File: config.mk
export PLATFORM = sky130hd
export DESIGN_NAME = pipe_ctrl_flat
export DESIGN_NICKNAME = d
export VERILOG_FILES = /design/src/rtl/pipe_ctrl_pkg.sv /design/src/rtl/pipe_ctrl_if.sv /design/src/rtl/pipe_ctrl_stall_prio_enc.sv /design/src/rtl/pipe_ctrl.sv /design/src/flat_wrapper.sv
export SDC_FILE = /design/constraint.sdc
export NUM_CORES = 1
export LEC_CHECK = 0
export BUFFER_PORTS_ARGS = -buffer_cell sky130_fd_sc_hd__clkbuf_2
export CORE_UTILIZATION = 40
export CTS_BUF_LIST = sky130_fd_sc_hd__clkbuf_2
export DETAILED_ROUTE_END_ITERATION = 10
export PLACE_DENSITY_LB_ADDON = 0.15
export SLEW_MARGIN = 20
export SYNTH_ARGS = -nofsm -noshare
export SYNTH_HDL_FRONTEND = slang
export SYNTH_SLANG_ARGS = --single-unit
File: constraint.sdc
create_clock -name clk -period 2 [get_ports clk]
set_input_delay 0.2 -clock clk [delete_from_list [all_inputs] [get_ports clk]]
set_output_delay 0.2 -clock clk [all_outputs]
set_load 0.01 [all_outputs]
File: src/rtl/pipe_ctrl_pkg.sv
// Shared constants for the pipeline control unit: FSM state encodings,
// stage indices and StallBus width helper.
package pipe_ctrl_pkg;

   localparam logic [1:0] ST_RUN     = 2'd0;
   localparam logic [1:0] ST_MC_BUSY = 2'd1;
   localparam logic [1:0] ST_FLUSH   = 2'd2;

   localparam int STG_IF  = 0;
   localparam int STG_ID  = 1;
   localparam int STG_EX  = 2;
   localparam int STG_MEM = 3;
   localparam int STG_WB  = 4;

   // StallBus carries a PC-hold bit below the per-stage hold bits
   function automatic int stall_bus_w(input int num_stages);
      return num_stages + 1;
   endfunction

endpackage

File: src/rtl/pipe_ctrl_if.sv
// Request/response bundle between the pipeline stages and pipe_ctrl.
// Perf counter signals exist only when PIPE_CTRL_PERF_EN is defined.
interface pipe_ctrl_if #(
   parameter int NUM_STAGES = 5,
   parameter int LEN_W      = 6,
   parameter int SIDX_W     = 3
);
   logic [NUM_STAGES-1:0] stall_req;
   logic                  mc_start;
   logic [LEN_W-1:0]      mc_len;
   logic                  flush_req;
   logic [SIDX_W-1:0]     flush_stage;
   logic [31:0]           flush_pc;
   logic [NUM_STAGES:0]   stall;
   logic [NUM_STAGES-1:0] flush;
   logic                  redirect_valid;
   logic [31:0]           redirect_pc;
   logic                  mc_busy;
   logic                  mc_done;
`ifdef PIPE_CTRL_PERF_EN
   logic [31:0]           perf_stall_cycles;
   logic [31:0]           perf_flush_cnt;
`endif

   modport master (
      output stall_req, mc_start, mc_len, flush_req, flush_stage, flush_pc,
      input  stall, flush, redirect_valid, redirect_pc, mc_busy, mc_done
`ifdef PIPE_CTRL_PERF_EN
      , input perf_stall_cycles, perf_flush_cnt
`endif
   );

   modport slave (
      input  stall_req, mc_start, mc_len, flush_req, flush_stage, flush_pc,
      output stall, flush, redirect_valid, redirect_pc, mc_busy, mc_done
`ifdef PIPE_CTRL_PERF_EN
      , output perf_stall_cycles, perf_flush_cnt
`endif
   );

endinterface

File: src/rtl/pipe_ctrl_stall_prio_enc.sv
// Stall priority encoder: the highest requesting stage and everything
// upstream of it (including the PC) hold, as a thermometer mask.
module pipe_ctrl_stall_prio_enc #(
   parameter int W = 5
) (
   input  logic [W-1:0] req,
   output logic [W:0]   mask
);

   logic any_s;

   // Scan from the last stage down, accumulating "some later stage stalls"
   always_comb begin
      mask  = '0;
      any_s = 1'b0;
      for (int i = W - 1; i >= 0; i--) begin
         any_s       = any_s | req[i];
         mask[i + 1] = any_s;
      end
      mask[0] = any_s;
   end

endmodule

File: src/rtl/pipe_ctrl.sv
// Pipeline control unit: stall merge, multi-cycle op sequencing and
// registered flush/redirect. Optional perf counters via PIPE_CTRL_PERF_EN.
module pipe_ctrl
   import pipe_ctrl_pkg::*;
#(
   parameter int NUM_STAGES = 5,
   parameter int MC_STAGE   = 2,
   parameter int LEN_W      = 6,
   parameter int SIDX_W     = 3
) (
   input logic        clk,
   input logic        rst,
   pipe_ctrl_if.slave bus
);

   logic [1:0]            state_r, state_nxt_s;
   logic [LEN_W-1:0]      cnt_r, cnt_nxt_s;
   logic                  mc_accept_s;
   logic                  mc_hold_s;
   logic [NUM_STAGES-1:0] req_s;
   logic [NUM_STAGES:0]   mask_s;
   logic [NUM_STAGES-1:0] flush_mask_s;
   logic [NUM_STAGES-1:0] flush_r;
   logic                  redirect_valid_r;
   logic [31:0]           redirect_pc_r;

   // Multi-cycle acceptance and the merged per-stage request vector
   always_comb begin
      mc_accept_s = (state_r == ST_RUN) && bus.mc_start && !bus.flush_req
                    && (bus.mc_len >= LEN_W'(2));
      mc_hold_s   = mc_accept_s || ((state_r == ST_MC_BUSY) && (cnt_r > LEN_W'(1)));
      req_s       = bus.stall_req | (NUM_STAGES'(mc_hold_s) << MC_STAGE);
   end

   pipe_ctrl_stall_prio_enc #(.W(NUM_STAGES)) u_prio (
      .req  (req_s),
      .mask (mask_s)
   );

   // Stages 0..flush_stage; indices past the last stage saturate
   always_comb begin
      flush_mask_s = '0;
      for (int i = 0; i < NUM_STAGES; i++) begin
         flush_mask_s[i] = (32'(bus.flush_stage) >= $unsigned(i));
      end
   end

   // Next-state logic; a flush request overrides everything and drops any op
   always_comb begin
      state_nxt_s = state_r;
      cnt_nxt_s   = cnt_r;
      if (bus.flush_req) begin
         state_nxt_s = ST_FLUSH;
         cnt_nxt_s   = '0;
      end else begin
         case (state_r)
            ST_RUN: begin
               if (mc_accept_s) begin
                  state_nxt_s = ST_MC_BUSY;
                  cnt_nxt_s   = bus.mc_len - LEN_W'(1);
               end else begin
                  state_nxt_s = ST_RUN;
               end
            end
            ST_MC_BUSY: begin
               if (cnt_r <= LEN_W'(1)) begin
                  state_nxt_s = ST_RUN;
                  cnt_nxt_s   = '0;
               end else begin
                  cnt_nxt_s = cnt_r - LEN_W'(1);
               end
            end
            ST_FLUSH: begin
               state_nxt_s = ST_RUN;
            end
            default: begin
               state_nxt_s = ST_RUN;
               cnt_nxt_s   = '0;
            end
         endcase
      end
   end

   // State, counter and registered flush/redirect outputs
   always_ff @(posedge clk or negedge rst) begin
      if (!rst) begin
         state_r          <= ST_RUN;
         cnt_r            <= '0;
         flush_r          <= '0;
         redirect_valid_r <= 1'b0;
         redirect_pc_r    <= 32'h0000_0000;
      end else begin
         state_r          <= state_nxt_s;
         cnt_r            <= cnt_nxt_s;
         flush_r          <= bus.flush_req ? flush_mask_s : '0;
         redirect_valid_r <= bus.flush_req;
         if (bus.flush_req) begin
            redirect_pc_r <= bus.flush_pc;
         end
      end
   end

   // The flush cycle drains bubbles, so nothing holds during it
   assign bus.stall          = (rst && (state_r != ST_FLUSH)) ? mask_s : '0;
   assign bus.flush          = flush_r;
   assign bus.redirect_valid = redirect_valid_r;
   assign bus.redirect_pc    = redirect_pc_r;
   assign bus.mc_busy        = (state_r == ST_MC_BUSY);
   assign bus.mc_done        = (state_r == ST_MC_BUSY) && (cnt_r == LEN_W'(1));

`ifdef PIPE_CTRL_PERF_EN
   logic [31:0] perf_stall_r;
   logic [31:0] perf_flush_r;

   // Free-running wrap-around event counters
   always_ff @(posedge clk or negedge rst) begin
      if (!rst) begin
         perf_stall_r <= 32'h0000_0000;
         perf_flush_r <= 32'h0000_0000;
      end else begin
         if (bus.stall[0]) begin
            perf_stall_r <= perf_stall_r + 32'd1;
         end
         if (redirect_valid_r) begin
            perf_flush_r <= perf_flush_r + 32'd1;
         end
      end
   end

   assign bus.perf_stall_cycles = perf_stall_r;
   assign bus.perf_flush_cnt    = perf_flush_r;
`endif

endmodule

File: src/flat_wrapper.sv
// flat-port wrapper written by rule: the top's interface ports become plain ports
module pipe_ctrl_flat import pipe_ctrl_pkg::*;
#(
   parameter int NUM_STAGES = 5,
   parameter int MC_STAGE   = 2,
   parameter int LEN_W      = 6,
   parameter int SIDX_W     = 3
)
  (clk, rst, bus_stall_req, bus_mc_start, bus_mc_len, bus_flush_req, bus_flush_stage, bus_flush_pc, bus_stall, bus_flush, bus_redirect_valid, bus_redirect_pc, bus_mc_busy, bus_mc_done);
  pipe_ctrl_if #(.NUM_STAGES(NUM_STAGES), .LEN_W(LEN_W), .SIDX_W(SIDX_W)) bus_i ();
  input logic clk;
  input logic rst;
  input wire logic [$bits(bus_i.stall_req)-1:0] bus_stall_req;
  input wire logic [$bits(bus_i.mc_start)-1:0] bus_mc_start;
  input wire logic [$bits(bus_i.mc_len)-1:0] bus_mc_len;
  input wire logic [$bits(bus_i.flush_req)-1:0] bus_flush_req;
  input wire logic [$bits(bus_i.flush_stage)-1:0] bus_flush_stage;
  input wire logic [$bits(bus_i.flush_pc)-1:0] bus_flush_pc;
  output wire logic [$bits(bus_i.stall)-1:0] bus_stall;
  output wire logic [$bits(bus_i.flush)-1:0] bus_flush;
  output wire logic [$bits(bus_i.redirect_valid)-1:0] bus_redirect_valid;
  output wire logic [$bits(bus_i.redirect_pc)-1:0] bus_redirect_pc;
  output wire logic [$bits(bus_i.mc_busy)-1:0] bus_mc_busy;
  output wire logic [$bits(bus_i.mc_done)-1:0] bus_mc_done;
  assign bus_i.stall_req = bus_stall_req;
  assign bus_i.mc_start = bus_mc_start;
  assign bus_i.mc_len = bus_mc_len;
  assign bus_i.flush_req = bus_flush_req;
  assign bus_i.flush_stage = bus_flush_stage;
  assign bus_i.flush_pc = bus_flush_pc;
  assign bus_stall = bus_i.stall;
  assign bus_flush = bus_i.flush;
  assign bus_redirect_valid = bus_i.redirect_valid;
  assign bus_redirect_pc = bus_i.redirect_pc;
  assign bus_mc_busy = bus_i.mc_busy;
  assign bus_mc_done = bus_i.mc_done;
  pipe_ctrl #(.NUM_STAGES(NUM_STAGES), .MC_STAGE(MC_STAGE), .LEN_W(LEN_W), .SIDX_W(SIDX_W)) u_core (.clk(clk), .rst(rst), .bus(bus_i));
endmodule
[Word level (Yosys, flattened, before mapping)]
Index checks and enable logic that the tools add are counted.
Operators by class
  reduce and logical (&&, ||, !) cells: 10
  bitwise logic cells: 5
  $lt $le $gt $ge: 7
  add/subtract/negate cells: 2
  equal/unequal tests: 7
  multiplexer cells: 10
Operators with widths (count)
  6-bit two-way mux: 4
  6-bit case mux with 3 select lines: 1
  6-bit by 1-bit subtractor with 6-bit output, second input constant: 2
  6-bit by 1-bit equality test with 1-bit output, second input constant: 1
  3-bit by 2-bit greater-or-equal comparator with 1-bit output, second input constant: 2
  6-bit by 2-bit greater-or-equal comparator with 1-bit output, second input constant: 1
  6-bit by 1-bit greater-than comparator with 1-bit output, second input constant: 1
  6-bit by 1-bit less-or-equal comparator with 1-bit output, second input constant: 1
  1-bit logical AND: 6
  3-bit by 2-bit inequality test with 1-bit output, second input constant: 2
  5-bit two-way mux: 1
  5-bit by 3-bit bitwise OR with 5-bit output: 1
  2-bit two-way mux: 2
  2-bit inequality test, second input constant: 2
  1-bit bitwise OR: 4
  2-bit case mux with 2 select lines: 1
  3-bit by 1-bit greater-or-equal comparator with 1-bit output, second input constant: 1
  3-bit greater-or-equal comparator, second input constant: 1
  2-bit by 1-bit equality test with 1-bit output, second input constant: 1
  2-bit equality test, second input constant: 1
  2-bit logical NOT: 1
  2-bit AND reduction: 1
  1-bit logical NOT: 1
  1-bit logical OR: 1
  1-bit two-way mux: 1
Word-level totals
  output and inout port bits: 46
  bits in registers: 46
  word-level logic and storage cells: 46

[Logic depth before layout (Yosys ltp)]
Gate-level depths: netlist of run 1.
  depth in word-level cells: 11
  gate-level depth with buffers: 7

[Cells and area by module]
From an unflattened synthesis of run 1, not the netlist that was laid out.
Unflattened totals
  cells, all modules: 160
  area, all modules: 2074.5 um2
By module, submodules not included
  pipe_ctrl: cells an instance 153, seq. area each 1126.1 um2, times used 1, area an instance 2021.9 um2
  pipe_ctrl_stall_prio_enc: cells an instance 7, seq. area each 0.0 um2, times used 1, area an instance 52.6 um2

[Worst setup path before layout of run 1]
No wires, ideal clock.
  path kind: flip-flop to output port
  start point: register u_core.state_r[0]
  end point: output bus_stall[1]
  path buffers: 2
  arrival: 1655 ps
  setup slack: 145 ps
  cell stages (with the launch flop): 7
  data required time: 1800 ps
  path through: dfrtp_1 -> clkbuf_1 -> nor2b_1 -> o21ai_0 -> and4b_1 -> a21oi_1 -> buf_4
RTL lines
  start: declaration: RTL line pipe_ctrl.sv:16  | logic [1:0] state_r, state_nxt_s;
  start signal: assignment: RTL line pipe_ctrl.sv:93  | state_r <= state_nxt_s;
  2-bit by 1-bit equality test with 1-bit output
  named net bus_mc_busy: RTL line flat_wrapper.sv:23  | output wire logic [$bits(bus_i.mc_busy)-1:0] bus_mc_busy;
  1-bit logical AND: RTL line pipe_ctrl.sv:31  | mc_hold_s = mc_accept_s || ((state_r == ST_MC_BUSY) && (cnt_r > LEN_W'(1)));
  1-bit logical OR: RTL line pipe_ctrl.sv:31
  5-bit by 3-bit bitwise OR with 5-bit output: RTL line pipe_ctrl.sv:32  | req_s = bus.stall_req | (NUM_STAGES'(mc_hold_s) << MC_STAGE);
  1-bit bitwise OR (3 in a row): RTL line pipe_ctrl_stall_prio_enc.sv:17  | any_s = any_s | req[i];
  6-bit two-way mux: RTL line pipe_ctrl.sv:104  | assign bus.stall = (rst && (state_r != ST_FLUSH)) ? mask_s : '0;
  end: declaration: RTL line flat_wrapper.sv:19  | output wire logic [$bits(bus_i.stall)-1:0] bus_stall;
The timed path passes the listed nets, and every way through them passes these cells.

[Final worst setup path of run 1]
  start point: register u_core.cnt_r[2]
  end point: output bus_stall[2]
On the way
  word-level cells in the longest chain between the ends: 7
RTL lines
  start: declaration: RTL line pipe_ctrl.sv:17  | logic [LEN_W-1:0] cnt_r, cnt_nxt_s;
  start signal: assignment: RTL line pipe_ctrl.sv:94  | cnt_r <= cnt_nxt_s;
  6-bit by 1-bit greater-than comparator with 1-bit output: RTL line pipe_ctrl.sv:31
  1-bit logical AND: RTL line pipe_ctrl.sv:31
  1-bit logical OR: RTL line pipe_ctrl.sv:31
  5-bit by 3-bit bitwise OR with 5-bit output: RTL line pipe_ctrl.sv:32
  1-bit bitwise OR (2 in a row): RTL line pipe_ctrl_stall_prio_enc.sv:17
  6-bit two-way mux: RTL line pipe_ctrl.sv:104
No other way between the ends.

==> results by group, run 1 <==
Yosys
  • Most frequently used cell type in the post-synthesis netlist: sky130_fd_sc_hd__dfrtp_1
  • Number of warnings printed during yosys synthesis: 0
  • Per-instance average area after synthesis: 12.5 sq um
  • Proportion of register bits with asynchronous set or reset after synthesis: 100%
  • Cells after Synth: 163
  • Post-Synthesis Net Count: 217
  • Count of distinct cell types in the synthesized netlist: 38
  • Post-synth design cell area: between 2000 and 2500 sq um
  • Cell types with the largest area share after synthesis: sky130_fd_sc_hd__dfrtp_1 (55%), sky130_fd_sc_hd__mux2_2 (18%), sky130_fd_sc_hd__nor2_1 (2.6%), sky130_fd_sc_hd__ha_1 (2.5%), sky130_fd_sc_hd__or4_4 (1.7%)
  • Leading cell types by count after synthesis: sky130_fd_sc_hd__dfrtp_1 (45), sky130_fd_sc_hd__mux2_2 (32), sky130_fd_sc_hd__nor2_1 (14), sky130_fd_sc_hd__inv_1 (8)
  • Cell taking the most area after synthesis: sky130_fd_sc_hd__dfrtp_1
  • Number of synthesized flops with an enable pin: 0
  • Sequential cell area fraction in the yosys report: between 50% and 60%
  • #FFs+latches synth: 45
  • Primary flip-flop cell chosen by synthesis mapping: sky130_fd_sc_hd__dfrtp_1
  • Share of the synthesized area in the top cell type: 55.4%

Timing
  • Unrepaired setup endpoints after global routing: yes
  • Max-slew violation total from the final report: 0
  • Final setup vio count: 6
  • Maximum frequency from static timing analysis: roughly 0.46 GHz
  • Final critical path time including I/O delays and setup: roughly 2200 ps
  • Worst Tran Pin Value: around 550 ps
  • Post-route clock skew: around 28 ps
  • Headroom to the max-slew limit: 63.3%
  • Share of the cycle needed by the critical path after routing: 109%
  • Final number of hold-violating endpoints: 0
  • Minimum setup slack in the final design: -179 ps
  • Sum of negative setup slack: -785 ps

Critical path
  • Reg2Reg Depth: 6
  • Arrival time reported for the critical path endpoint: a little under 2000 ps
  • Bufs and invs on worst path: 1
  • Nature of the critical path endpoint: primary output
  • Worst Path Max Fanout: 3
  • Path type of the worst setup path: reg2out
  • Endpoint of the worst register-to-register path: u_core.cnt_r[3]$_DFFE_PN0P_
  • CP required: 1800 ps
  • Critical Path, Cell by Cell: or4_4 -> o21ai_2 -> and4b_1 -> a21oi_1 -> buf_2
  • Reg2reg start: u_core.cnt_r[2]$_DFFE_PN0P_
  • Standard cell with the maximum stage delay on the critical path: sky130_fd_sc_hd__or4_4
  • Top cell family by delay on the critical path: simple AND/OR/NAND/NOR gates
  • Maximum cell stage delay along the critical path: between 500 and 600 ps
  • Kind of start point of the critical path: flip-flop
  • Launch point of the worst path: u_core.cnt_r[2]$_DFFE_PN0P_
  • Setup slack of the worst register-to-register path: -90 ps

Finish
  • Final net count: 355
  • Filler Cell Count: between 400 and 500
  • Share of final-layout standard cells stronger than drive strength 1: a little over half
  • Diodes inserted: 0
  • Share of the core filled with cells: 63.2%
  • Count of non-filler cells in the finished layout: approximately 370
  • Area growth from synthesis to layout: 49.7%

Floorplanning
  • Die area: about 5400 sq um
  • Starting Density: 42.2%
  • Site row count: 25
  • Area of the core: 4820 sq um
  • Vertical extent of the die: approximately 73 um
  • Count of boundary I/O pins: 96
  • Width of the chip: 73.3 um

Clock network
  • TritonCTS sink count: 45
  • CTS Buffer Depth: 2
  • Clock latency on the worst-skew pair: 390 ps
  • CTS Root Cell: sky130_fd_sc_hd__clkbuf_2
  • Clock transition at the registers of the reported paths: 220 ps
  • H-tree Lvls: 2
  • TritonCTS clock tree: done
  • Clock buffers created by TritonCTS: 5

Pwr
  • Static Leak: 1.53 nW
  • Power density over the cells: 620 nW/um^2
  • Worst-case vdd ir drop: 391 uV

Hold path
  • Launch instance of the worst min-delay path: bus_flush_pc[7]
  • Capture endpoint of the worst hold path: u_core.bus.redirect_pc[7]$_DFFE_PN0P_
  • Worst hold path class: in2reg
  • Hold path depth: 2

Placement
  • Cell count after placement: 320
  • Routability Congestion: 0.848
  • Sum of net half-perimeters after detailed placement: 3120 um
  • PortBufs: 95

GRT
  • Initial antenna violation count: 0
  • Overall global routing resource usage: between 10% and 20%
  • Pin count of the biggest net entering global routing: 46
  • Overflow left after global routing: 0
  • First-pass GRT wire length: 7450 um
  • Vias in the first global route: 1709

Routing
  • Initial DRC Count: ~140
  • Count of TritonRoute iterations in the first routing pass: 4
  • Number of design rule violations left after detail routing: 0
  • Final Routed Wirelength: 4810 um
  • Remaining number of nets flagged by the antenna check after routing: 0
  • Routed wire per std cell: 13.0 um
  • Drt via density: 4.82
  • Number of vias after detailed routing: approximately 1800

Run status
  • Violated checks: setup timing
  • Outcome: finished, violations left

Flow run
  • Maximum capacitance violations: 0
[worst register-to-register path, delay by kind of cell, from the launching register on]
family	cells	cell delay, ps
AO/OA/AOI/OAI	3	700
flip-flops	1	440
buffers and inverters	2	300
AND/OR/NAND/NOR	1	530
[metal layers]
layer  GRT usage, %  part of all wire [%]  vias up
li1               -                     -      857
met1           21.4                    41      849
met2           31.5                    51       68
met3           4.94                   6.4        6
met4           7.69                   1.2        0
met5              0                     0        -
[state kept, by name, indices dropped and copies added, names as in the netlist]
| name | cells |
|---|---|
| u_core.state_r | 2 |
| u_core.bus.flush | 5 |
| u_core.bus.redirect_pc | 32 |
| u_core.cnt_r | 6 |
[where the power goes]
part	total, mW	internal, mW	switching, mW
clock network	0.373	0.0969	0.276
logic	0.480	0.264	0.216
registers	1.04	0.990	0.0463
total	1.89	1.35	0.538
[logic make-up after synthesis]
logic type               Yosys count  share of synthesized area [%]
AO/OA/AOI/OAI                     25                           8.67
multiplexers                      33                           18.2
flip-flops                        45                           55.4
AND/OR/NAND/NOR                   36                           10.5
XOR/XNOR                           3                           1.29
buffers and inverters             17                           3.57
adder cells (fa/ha/maj)            4                           2.46
[cell type report]
class | instances | area (sq um) | area share (%)
timing repair buffer | 140 | 902 | 29.6
tap | 67 | 83.8 | 2.75
sequential | 45 | 1130 | 37.0
inverter | 8 | 30.0 | 0.986
multi-input combinational | 101 | 860 | 28.2
clock buffer | 7 | 35.0 | 1.15
clock inverter | 1 | 7.51 | 0.247
[through the flow]
step           hold slack, ps  total power [mW]  instance area (sq um)  setup WS, ps
3_5_place_dp              333              1.45                   2580           126
4_1_cts                  2.21              1.89                   2940          -228
3_3_place_gp              340              1.44                   2580           138
5_1_grt               0.00391              2.00                   3050          -308
2_1_floorplan           -95.6              1.27                   2030           145
6_report                 34.8              1.89                   3050          -179
[cells in the final DEF (no fill, tap or decap), drive strengths merged, types with 4 or more instances in the layout]
cell / instances
inv: 8
mux2: 32
clkbuf: 100
nor2: 14
dlygate4sd3: 33
nor3: 4
dfrtp: 45
o21ai: 6
a21oi: 4
buf: 14
ha: 4
[what timing repair did]
item / in CTS / in global routing
endpoints found under the setup margin: 4 / 8
hold buffers: 28 / 5
hold endpoints to repair: 71 / 5
cloned: 0 / 0
setup buffers: 3 / 5
resized for setup: 5 / 7
pin swaps: 4 / 3
[how the worst max path moves through the flow]
stage,to,slack (ps),cells past startpoint
floorplan,bus_stall[1],150,6
global placement,bus_stall[1],140,5
detailed placement,bus_stall[0],130,5
CTS,bus_stall[2],-230,5
global route,bus_stall[2],-310,5
finish,bus_stall[2],-180,5
Power figures use the tool's default switching activity.
==> run 2: changes to the inputs <==
CORE_MARGIN = 2   (was unset)
==> results by group, run 2 (synthesized netlist as in run 1, its figures left out) <==
Critical path
  • Path type of the worst setup path: reg2out
  • Reg2reg start: u_core.cnt_r[0]$_DFFE_PN0P_
  • Nature of the critical path endpoint: primary output
  • CP required: 1800 ps
  • Arrival time reported for the critical path endpoint: about 2000 ps
  • Reg2Reg Depth: 6
  • Setup slack of the worst register-to-register path: -20 ps
  • Maximum cell stage delay along the critical path: 550 ps
  • Standard cell with the maximum stage delay on the critical path: sky130_fd_sc_hd__or4_4
  • Worst Path Max Fanout: 3
  • Launch point of the worst path: u_core.cnt_r[4]$_DFFE_PN0P_
  • Endpoint of the worst register-to-register path: u_core.cnt_r[5]$_DFFE_PN0P_
  • Critical Path, Cell by Cell: or4_4 -> o21ai_2 -> and4b_1 -> a21oi_1 -> buf_2
  • Kind of start point of the critical path: flip-flop

Pwr
  • Worst-case vdd ir drop: 501 uV
  • Static Leak: roughly 1.5 nW
  • Power density over the cells: around 600 nW/um^2

Routing
  • Drt via density: 4.74
  • Final Routed Wirelength: 5110 um
  • Remaining number of nets flagged by the antenna check after routing: 0
  • Number of vias after detailed routing: 1758
  • Number of design rule violations left after detail routing: 0
  • Routed wire per std cell: 13.8 um
  • Count of TritonRoute iterations in the first routing pass: 4
  • Initial DRC Count: 75

Hold path
  • Capture endpoint of the worst hold path: u_core.bus.redirect_pc[30]$_DFFE_PN0P_
  • Hold path depth: 2
  • Worst hold path class: in2reg
  • Launch instance of the worst min-delay path: bus_flush_pc[30]

Timing
  • Worst Tran Pin Value: 543 ps
  • Maximum frequency from static timing analysis: about 0.46 GHz
  • Final setup vio count: 6
  • Headroom to the max-slew limit: between 60% and 70%
  • Sum of negative setup slack: -652 ps
  • Final number of hold-violating endpoints: 0
  • Post-route clock skew: 0.533 ps
  • Minimum setup slack in the final design: -158 ps
  • Final critical path time including I/O delays and setup: 2160 ps
  • Unrepaired setup endpoints after global routing: yes
  • Max-slew violation total from the final report: 0
  • Share of the cycle needed by the critical path after routing: 108%

Clock network
  • Clock buffers created by TritonCTS: 5
  • H-tree Lvls: 2
  • CTS Buffer Depth: 2
  • Clock transition at the registers of the reported paths: roughly 190 ps
  • TritonCTS clock tree: done
  • TritonCTS sink count: 45
  • CTS Root Cell: sky130_fd_sc_hd__clkbuf_2
  • Clock latency on the worst-skew pair: 370 ps

Run status
  • Violated checks: setup timing
  • Outcome: finished, violations left

Floorplanning
  • Die area: 5670 sq um
  • Count of boundary I/O pins: 96
  • Width of the chip: 75.3 um
  • Starting Density: 42.2%
  • Vertical extent of the die: 75.3 um
  • Site row count: 25
  • Area of the core: 4820 sq um

Finish
  • Diodes inserted: 0
  • Filler Cell Count: 426
  • Final net count: 358
  • Most common cell after layout, fill and taps aside: sky130_fd_sc_hd__clkbuf_2
  • Area growth from synthesis to layout: 49.9%
  • Commonest non-fill, non-tap cells in the layout: sky130_fd_sc_hd__clkbuf_2 (97), sky130_fd_sc_hd__dfrtp_1 (45), sky130_fd_sc_hd__dlygate4sd3_1 (34)
  • Share of final-layout standard cells stronger than drive strength 1: 52.3%
  • Number of flip-flops under the largest register name: 32
  • Count of non-filler cells in the finished layout: between 300 and 400

Placement
  • Cell count after placement: 320
  • PortBufs: 95
  • Sum of net half-perimeters after detailed placement: 3310 um
  • Routability Congestion: 0.778

GRT
  • Pin count of the biggest net entering global routing: 46
  • Overall global routing resource usage: 17.1%
  • First-pass GRT wire length: 7240 um
  • Overflow left after global routing: 0
  • Vias in the first global route: 1597
  • Initial antenna violation count: 0

Flow run
  • Maximum capacitance violations: 0
==> run 2: cell count changes in the layout (fill, tap and decap cells not counted), sizes merged <==
cell | previous run | this run
clkinvlp | 1 | 0
buf | 14 | 18
clkbuf | 100 | 97
clkinv | 0 | 1
dlygate4sd3 | 33 | 34
==> run 2: area by class of cell <==
class                           count  area [sq um]  share of cell area (%)
Clock buffer                        6          30.0                   0.984
Clock inverter                      1          3.75                   0.123
Inverter                            8          30.0                   0.984
Multi-Input combinational cell    101           852                    27.9
Sequential cell                    45          1130                    36.9
Tap cell                           67          83.8                    2.75
Timing Repair Buffer              143           925                    30.3
==> run 2: worst max-delay path, delay by kind of cell, from the launching register on <==
kind,cells,cell delay [ps]
AO/OA/AOI/OAI,2,190
flip-flops,1,430
buffers and inverters,1,150
AND/OR/NAND/NOR,2,810
==> run 2: routing by layer <==
| layer | vias up | track usage [%] | routed length, um |
|---|---|---|---|
| met5 | - | 0 | 0 |
| met1 | 814 | 21.8 | 2070 |
| li1 | 860 | - | - |
| met4 | 0 | 5.85 | 76 |
| met2 | 76 | 27.9 | 2610 |
| met3 | 8 | 5.16 | 348 |
==> run 2: timing repair <==
action	4_1_cts	5_1_grt
resized for setup	2	10
endpoints found under the hold margin	62	17
setup endpoints to repair	4	6
hold buffers	17	17
pin swaps	3	1
setup buffers	7	3
==> run 2: metrics by stage <==
stage | power (mW) | setup slack (ps) | cell area, sq um | utilization (%) | hold slack (ps)
after floorplan | 1.27 | 145 | 2030 | - | -95.6
after global placement | 1.45 | 151 | 2580 | 53.6 | 358
after detailed placement | 1.45 | 144 | 2580 | 53.6 | 365
after CTS | 1.85 | -188 | 2840 | 59.0 | 0.591
after global routing | 1.99 | -323 | 3050 | 63.3 | 7.77
final | 1.87 | -158 | 3050 | 63.3 | 48.5
==> run 2: how the worst max path moves through the flow <==
stage / cells past startpoint / to / slack (ps)
after floorplan: 6 / bus_stall[1] / 150
after global placement: 5 / bus_stall[0] / 150
after detailed placement: 5 / bus_stall[1] / 140
after CTS: 5 / bus_stall[1] / -190
after global routing: 5 / bus_stall[1] / -320
final: 5 / bus_stall[2] / -160
==> run 2: report_power, final <==
group | switching, mW | internal, mW
combinational | 0.221 | 0.270
sequential | 0.0466 | 0.990
clock | 0.258 | 0.0818
total | 0.525 | 1.34
